$ cat src/rtl/register_pkg.sv
// Op codes shared by the register bank and its ALU.
package register_pkg;
  localparam int OP_W = 3;

  localparam logic [OP_W-1:0] OP_LOAD = 3'd0;
  localparam logic [OP_W-1:0] OP_INC  = 3'd1;
  localparam logic [OP_W-1:0] OP_DEC  = 3'd2;
  localparam logic [OP_W-1:0] OP_ASL  = 3'd3;
  localparam logic [OP_W-1:0] OP_LSR  = 3'd4;
  localparam logic [OP_W-1:0] OP_ROL  = 3'd5;
  localparam logic [OP_W-1:0] OP_ROR  = 3'd6;
  localparam logic [OP_W-1:0] OP_CLR  = 3'd7;
endpackage

$ cat src/rtl/register_alu.sv
// Unary op unit: computes the new register value and carry for one write.
module register_alu
  import register_pkg::*;
#(
  parameter int WIDTH = 8
) (
  input  logic [OP_W-1:0]  op_i,
  input  logic [WIDTH-1:0] r_i,
  input  logic [WIDTH-1:0] in_i,
  input  logic             ci_i,
  input  logic             c_i,
  output logic [WIDTH-1:0] res_o,
  output logic             c_o
);

  // Result and carry selection; ops that leave carry alone pass c_i through.
  always_comb begin
    res_o = '0;
    c_o   = c_i;
    case (op_i)
      OP_LOAD: res_o = in_i;
      OP_INC:  res_o = r_i + WIDTH'(1);
      OP_DEC:  res_o = r_i - WIDTH'(1);
      OP_ASL:  begin res_o = {r_i[WIDTH-2:0], 1'b0}; c_o = r_i[WIDTH-1]; end
      OP_LSR:  begin res_o = {1'b0, r_i[WIDTH-1:1]}; c_o = r_i[0];       end
      OP_ROL:  begin res_o = {r_i[WIDTH-2:0], ci_i}; c_o = r_i[WIDTH-1]; end
      OP_ROR:  begin res_o = {ci_i, r_i[WIDTH-1:1]}; c_o = r_i[0];       end
      OP_CLR:  begin res_o = '0;                     c_o = 1'b0;         end
      default: begin res_o = '0;                     c_o = c_i;          end
    endcase
  end

endmodule

$ cat src/rtl/register_bank.sv
// Bank of NREGS registers with one op-applying write port, two combinational
// read ports and registered Z/N/C flags reflecting the last accepted write.
module register_bank
  import register_pkg::*;
#(
  parameter int               WIDTH     = 8,
  parameter int               NREGS     = 4,
  parameter logic [WIDTH-1:0] RESET_VAL = '0,
  localparam int              ADDR_W    = (NREGS > 1) ? $clog2(NREGS) : 1
) (
  input  logic              CLK,
  input  logic              RST_N,
  input  logic              CE,
  input  logic [ADDR_W-1:0] WADDR,
  input  logic [OP_W-1:0]   OP,
  input  logic [WIDTH-1:0]  IN,
  input  logic              CI,
  input  logic [ADDR_W-1:0] RADDR_A,
  input  logic [ADDR_W-1:0] RADDR_B,
  output logic [WIDTH-1:0]  OUT_A,
  output logic [WIDTH-1:0]  OUT_B,
  output logic              FLAG_Z,
  output logic              FLAG_N,
  output logic              FLAG_C
);

  logic [NREGS-1:0][WIDTH-1:0] regs_q, regs_d;
  logic                        z_q, n_q, c_q;
  logic                        z_d, n_d, c_d;
  logic                        wr_en;
  logic [WIDTH-1:0]            r_sel, alu_res;
  logic                        alu_c;

  // Out-of-range addresses (non power-of-two NREGS) are silently ignored.
  assign wr_en = CE && (int'(WADDR) < NREGS);

  // Operand fetch; zero when the write is not going to happen.
  always_comb begin
    r_sel = '0;
    if (wr_en) r_sel = regs_q[WADDR];
  end

  register_alu #(.WIDTH(WIDTH)) u_alu (
    .op_i  (OP),
    .r_i   (r_sel),
    .in_i  (IN),
    .ci_i  (CI),
    .c_i   (c_q),
    .res_o (alu_res),
    .c_o   (alu_c)
  );

  // Next-state: only the addressed register and the flags move on a write.
  always_comb begin
    regs_d = regs_q;
    z_d    = z_q;
    n_d    = n_q;
    c_d    = c_q;
    if (wr_en) begin
      regs_d[WADDR] = alu_res;
      z_d           = (alu_res == '0);
      n_d           = alu_res[WIDTH-1];
      c_d           = alu_c;
    end
  end

  // State registers; async reset wins over any write on the same edge.
  always_ff @(posedge CLK or negedge RST_N) begin
    if (!RST_N) begin
      regs_q <= {NREGS{RESET_VAL}};
      z_q    <= 1'b0;
      n_q    <= 1'b0;
      c_q    <= 1'b0;
    end else begin
      regs_q <= regs_d;
      z_q    <= z_d;
      n_q    <= n_d;
      c_q    <= c_d;
    end
  end

  // Read ports: no write bypass, so a same-cycle read sees the old value.
  always_comb begin
    OUT_A = '0;
    OUT_B = '0;
    if (int'(RADDR_A) < NREGS) OUT_A = regs_q[RADDR_A];
    if (int'(RADDR_B) < NREGS) OUT_B = regs_q[RADDR_B];
  end

  assign FLAG_Z = z_q;
  assign FLAG_N = n_q;
  assign FLAG_C = c_q;

endmodule
$ cat config.mk
export PLATFORM = sky130hd
export DESIGN_NAME = register_bank
export DESIGN_NICKNAME = d
export VERILOG_FILES = /design/src/rtl/register_pkg.sv /design/src/rtl/register_alu.sv /design/src/rtl/register_bank.sv
export SDC_FILE = /design/constraint.sdc
export NUM_CORES = 1
export LEC_CHECK = 0
export CAP_MARGIN = 10
export CORE_ASPECT_RATIO = 0.9
export CORE_MARGIN = 2
export CORE_UTILIZATION = 55
export DETAILED_ROUTE_END_ITERATION = 6
export PLACE_DENSITY = 0.81
export SLEW_MARGIN = 20
export SYNTH_ARGS = -nofsm -noshare
export SYNTH_HDL_FRONTEND = slang
export SYNTH_SLANG_ARGS = --single-unit
$ cat constraint.sdc
create_clock -name CLK -period 3.2 [get_ports CLK]
set_input_delay 0.96 -clock CLK [delete_from_list [all_inputs] [get_ports CLK]]
set_output_delay 0.96 -clock CLK [all_outputs]
set_load 0.1 [all_outputs]
==> results.toml, run 1 <==
[pwr]
switchingPower_uw = 891.1
switching_share_pct = 43.28
p_total_mw = 2.059
max-vdd-ir-drop_v = 0.0004555
power_frac_seq_pct = 28.9
clock_power_share_pct = 19.6
leakage_nw = 1.686
comb_power_share_pct = 51.5
power_density_mw_per_mm2 = 531.1
p_int_mw = 1.168

[worst_setup_path]
r2r-start = "regs_q[18]"
required_ps = 3390
cp_max_fo = 4
path_class = "input port to flip-flop"
cp.arrival_ps = 3410
r2r_end = "FLAG_Z"
worstSetupEndpointType = "flip-flop"
r2r_slack_ps = 410
r2r_cells = 12
cp-start-kind = "input port"

[timing]
hold_viol = 0
finalSetupViolCount = 1
worstMarginPinSlew_ps = 702.0
min_period_ps = 3217
clock_skew_ps = 12.20
fmax_mhz = 310.8
finalSetupTns_ps = -17.09
fin_crit_sh_pct = 100.5
final-max-slew-violation-count = 0
hold_ws_ps = 521.0
grt_setup_unrepaired = "yes"
slew_headroom_pct = 53.07
worst_slack_ps = -17.09

[final_layout]
utilization_pct = 85.79
area_growth_pct = 48.51
layout-drive-gt1-share_pct = 41.95
stdcell_area_mm2 = 0.003876
fin_nets = 376
diodes = 0
n_fill_cell = 194

[place]
portBuffers = 39
dp_hpwl_mm = 5.800
place_area_mm2 = 0.003613
gp_congestion = 0.9821

[min_path]
hold_start = "regs_q[13]"
hold_path.class = "flip-flop to flip-flop"
whs_path_depth = 2
min_to = "regs_q[13]"

[clock_tree]
clk_pin_slew_worst_paths_ps = 70
clock-root-buffer = "clkbuf_8"
holdBufCountCts = 0
cts_made_buffers = 5
cts_sinks = 35
tritoncts = "yes"
clockBufferDepth = 2
htreeDepth = 2
clock_latency_ps = 300

[synthesis]
synth_seq_area_share_pct = 33.56
synth_fp_nets = 292
synth_top_cell_area_share_pct = 33.56
ys_ff_latch = 35
synth_area_leaders = "dfrtp_1 (34%), mux4_2 (16%), o21ai_0 (7.1%)"
yosys_warnings = 0
synth.avg_cell_area_um2 = 9.886
synthFlopType = "dfrtp_1"
yosysMostFrequentCell = "nand2_1"
syn_inst = 264
synth_edf_count = 0
yosysUniqueCellTypes = 50
synth_commonest_cells = "nand2_1 (42), o21ai_0 (37), dfrtp_1 (35)"
yosysTopAreaCell = "dfrtp_1"
ys_async_sr_fraction_pct = 100.0
syn_area_mm2 = 0.002610

[drt]
wire_per_inst_um = 23.00
drt-initial-drc-count = 392
drt_wl_total_mm = 9.429
vias_per_cell = 6.746
drc = 0
drtAntennaViolNets = 0
dr_total_vias = 2766
drt_pre_antenna_iters = 5

[floorplan]
num_rows = 23
core_mm2 = 0.004518
die_w_um = 76.62
pin_count = 40
die_h_um = 69.35
start_util_pct = 57.77
dieArea_mm2 = 0.005313

[grt]
grt.overflow.total = 0
grt_pass1_wl_mm = 13.29
first_global_vias = 2581
grtUsageTotal_pct = 32.28
antenna_found_initial = 0
grt_max_degree = 36

[run_status]
outcome = "finished with violations"
violations = "setup timing"

[flow_run]
cap_violations = 0
[power groups by stage]
stage / registers [mW] / clock network [mW] / logic, mW
5_1_grt: 0.598 / 0.423 / 1.10
4_1_cts: 0.585 / 0.396 / 1.01
2_1_floorplan: 0.611 / 0 / 0.597
3_3_place_gp: 0.583 / 0 / 0.975
3_5_place_dp: 0.591 / 0 / 0.998
6_report: 0.596 / 0.403 / 1.06
[metrics by stage]
stage	setup WS, ps	cells
6_report	-17.09	410
5_1_grt	-77.56	410
4_1_cts	5.012	406
3_5_place_dp	-718.5	396
3_3_place_gp	-653.8	396
2_1_floorplan	-8.165	264
[flip-flops by register name, indices dropped and copies added (netlist names)]
register  count
FLAG_Z        1
FLAG_N        1
regs_q       32
FLAG_C        1
[cell families (layout without fill, tap and decap cells)]
kind of cell / count (synthesis) / count (layout) / synth area share [%]
AND/OR/NAND/NOR: 83 / 83 / 14.96
AO/OA/AOI/OAI: 74 / 74 / 18.27
flip-flops: 35 / 35 / 33.56
multiplexers: 30 / 30 / 22.20
buffers and inverters: 28 / 112 / 4.985
adder cells (fa/ha/maj): 8 / 8 / 4.027
XOR/XNOR: 6 / 6 / 2.013
[cell type report]
type / instances / area, µm² / area share (%)
inverters: 9 / 33.78 / 0.8715
flip-flops and latches: 35 / 875.8 / 22.60
repair buffers: 96 / 1005 / 25.92
clock buffers: 5 / 68.82 / 1.775
well taps: 62 / 77.57 / 2.001
clock inverters: 2 / 37.54 / 0.9684
multi-input cells: 201 / 1778 / 45.87
[worst max path at each step]
stage | startpoint | to | cells after the start
4_1_cts | WADDR[0] | FLAG_Z | 12
5_1_grt | WADDR[1] | FLAG_N | 13
3_5_place_dp | WADDR[0] | regs_q[15] | 12
2_1_floorplan | WADDR[1] | FLAG_Z | 13
3_3_place_gp | WADDR[0] | FLAG_Z | 12
6_report | WADDR[0] | FLAG_Z | 14
[layout by cell type (no fill, tap or decap), types with 4 or more instances in the layout]
master	n
ha_4	4
mux2i_1	6
clkdlybuf4s50_1	12
buf_12	17
dfrtp_1	35
inv_1	6
xor2_1	4
mux4_2	20
nor2b_1	4
nor2_1	10
buf_4	55
o21ai_0	33
o22ai_1	4
nand2_1	39
clkbuf_8	5
a21oi_1	10
[layer usage]
metal / global-route usage (%) / wire [µm]
met5: 0 / 0
met4: 12.73 / 573
met3: 5.208 / 893
met2: 53.59 / 4392
met1: 42.66 / 3571
[critical path: stages]
cell and delay [ps]:
buf_8 90, buf_4 110, mux4_2 510, nand2_2 110, inv_2 50, ha_4 260
a21oi_2 190, o21ai_4 80, buf_4 140, a21oi_1 190, xnor2_1 180, a21oi_2 120
and4_1 210, a41o_1 220
[repair_timing]
item                                    in CTS  in global routing
setup buffers                                3                  4
endpoints found under the setup margin      46                 15
pin swaps                                    2                 10
resized for setup                           19                 28
(Power assumes the default switching activity.)
==> run 2, diff against run 1 <==
--- a/config.mk
+++ b/config.mk
@@ -6,10 +6,10 @@
 export NUM_CORES = 1
 export LEC_CHECK = 0
 export CAP_MARGIN = 10
-export CORE_ASPECT_RATIO = 0.9
 export CORE_MARGIN = 2
 export CORE_UTILIZATION = 55
 export DETAILED_ROUTE_END_ITERATION = 6
+export GPL_TIMING_DRIVEN = 0
 export PLACE_DENSITY = 0.81
 export SLEW_MARGIN = 20
 export SYNTH_ARGS = -nofsm -noshare
==> results.toml, run 2 (synthesis gave the netlist of run 1 again) <==
[worst_setup_path]
path_delay_family = "compound AO/OA/AOI/OAI gates"
r2r_cells = 9
cp_max_fo = 5
r2r_end = "FLAG_Z"
required_ps = 3380
cpPeakStageDelay_ps = 400
worstSetupEndpointType = "flip-flop"
cp.arrival_ps = 3380
cp_num_cells = 12
crit_buf_inv = 3
cp_slowest_cell = "fa_2"
cp-start-kind = "input port"
r2r_slack_ps = 460
r2r-start = "regs_q[16]"
cp_cell_sequence = "buf_12, buf_8, mux2i_2, o22a_1, inv_2, fa_2, a211oi_4, nor3b_2, o32a_1, a21oi_2, o21ai_4, a41o_1"
path_class = "input port to flip-flop"

[floorplan]
die_w_um = 72.89
start_util_pct = 56.00
num_rows = 25
pin_count = 40
die_h_um = 72.89
dieArea_mm2 = 0.005312
core_mm2 = 0.004661

[timing]
fin_crit_sh_pct = 99.98
final-max-slew-violation-count = 0
grt_setup_unrepaired = "yes"
slew_headroom_pct = 35.39
hold_viol = 0
clock_skew_ps = 10.79
fmax_mhz = 312.6
finalSetupViolCount = 0
min_period_ps = 3199
worstMarginPinSlew_ps = 966.1

[clock_tree]
htreeDepth = 2
cts_made_buffers = 5
cts_sinks = 35
clockBufferDepth = 2
clock_latency_ps = 290
clk_pin_slew_worst_paths_ps = 70
holdBufCountCts = 0
tritoncts = "yes"
clock-root-buffer = "clkbuf_8"

[final_layout]
layout_commonest_cell = "nand2_1"
fin_nets = 362
largest_register_ffs = 32
area_growth_pct = 35.00
top_register = "regs_q"
final_cell_mix = "nand2_1 (39), dfrtp_1 (35), o21ai_0 (26), buf_4 (26)"
diodes = 0
n_fill_cell = 307
utilization_pct = 75.60
stdcell_area_mm2 = 0.003523
layout-drive-gt1-share_pct = 39.10

[drt]
drt_pre_antenna_iters = 4
drt-initial-drc-count = 164
dr_total_vias = 2449
vias_per_cell = 6.296
drt_wl_total_mm = 7.490
drtAntennaViolNets = 0
wire_per_inst_um = 19.25
drc = 0

[grt]
grt_pass1_wl_mm = 11.83
first_global_vias = 2373
grtUsageTotal_pct = 30.09
grt.overflow.total = 0
antenna_found_initial = 0
grt_max_degree = 33

[pwr]
power_density_mw_per_mm2 = 503.9
leakage_nw = 1.496
p_total_mw = 1.775
max-vdd-ir-drop_v = 0.0004533

[place]
dp_hpwl_mm = 5.001
place_area_mm2 = 0.003119
gp_congestion = 0.8255
portBuffers = 33

[min_path]
hold_path.class = "input port to async pin"

[run_status]
outcome = "completed"

[flow_run]
cap_violations = 0
==> run 2: routing by layer <==
layer / routed length, µm / global-route usage (%)
met1: 3014 / 39.76
met2: 3905 / 51.11
met3: 459 / 5.663
met4: 110 / 8.436
met5: 0 / 0
==> run 2: power by group <==
part	total, mW	internal [mW]	switching, mW
clock	0.313	0.153	0.160
combinational	0.879	0.293	0.586
sequential	0.584	0.513	0.0704
==> run 2: repair_timing <==
action,in CTS,in global routing
resized for setup,115,28
cloned,0,0
pin swaps,14,19
setup endpoints to repair,46,18
buffers inserted,21,8
==> run 2: worst max-delay path by stage <==
stage / from / endpoint / slack [ps]
6_report: WADDR[1] / FLAG_Z / 0.6
2_1_floorplan: WADDR[1] / FLAG_Z / -8
5_1_grt: WADDR[1] / FLAG_N / -40
3_3_place_gp: OP[1] / FLAG_Z / -960
3_5_place_dp: OP[1] / FLAG_Z / -1010
4_1_cts: WADDR[1] / FLAG_Z / 6
==> run 2: through the flow <==
step | instances | worst slack [ps] | hold WS, ps | TNS [ps]
final | 389 | 0.5624 | 470.9 | 0
after global routing | 389 | -41.30 | 467.1 | -195.6
after CTS | 381 | 5.541 | 470.7 | 0
after detailed placement | 352 | -1008 | 513.4 | -35520
after global placement | 351 | -963.3 | 496.0 | -33900
after floorplan | 264 | -8.165 | 474.4 | -8.165
==> run 2: final cells by class <==
class	instances	area [µm²]	area share, %
clock buffer	7	76.32	2.166
buffer	19	132.6	3.764
clock inverter	1	5.005	0.1420
sequential	35	875.8	24.86
inverter	9	33.78	0.9588
timing repair buffer	63	501.7	14.24
tap	54	67.56	1.918
multi-input combinational	201	1831	51.95
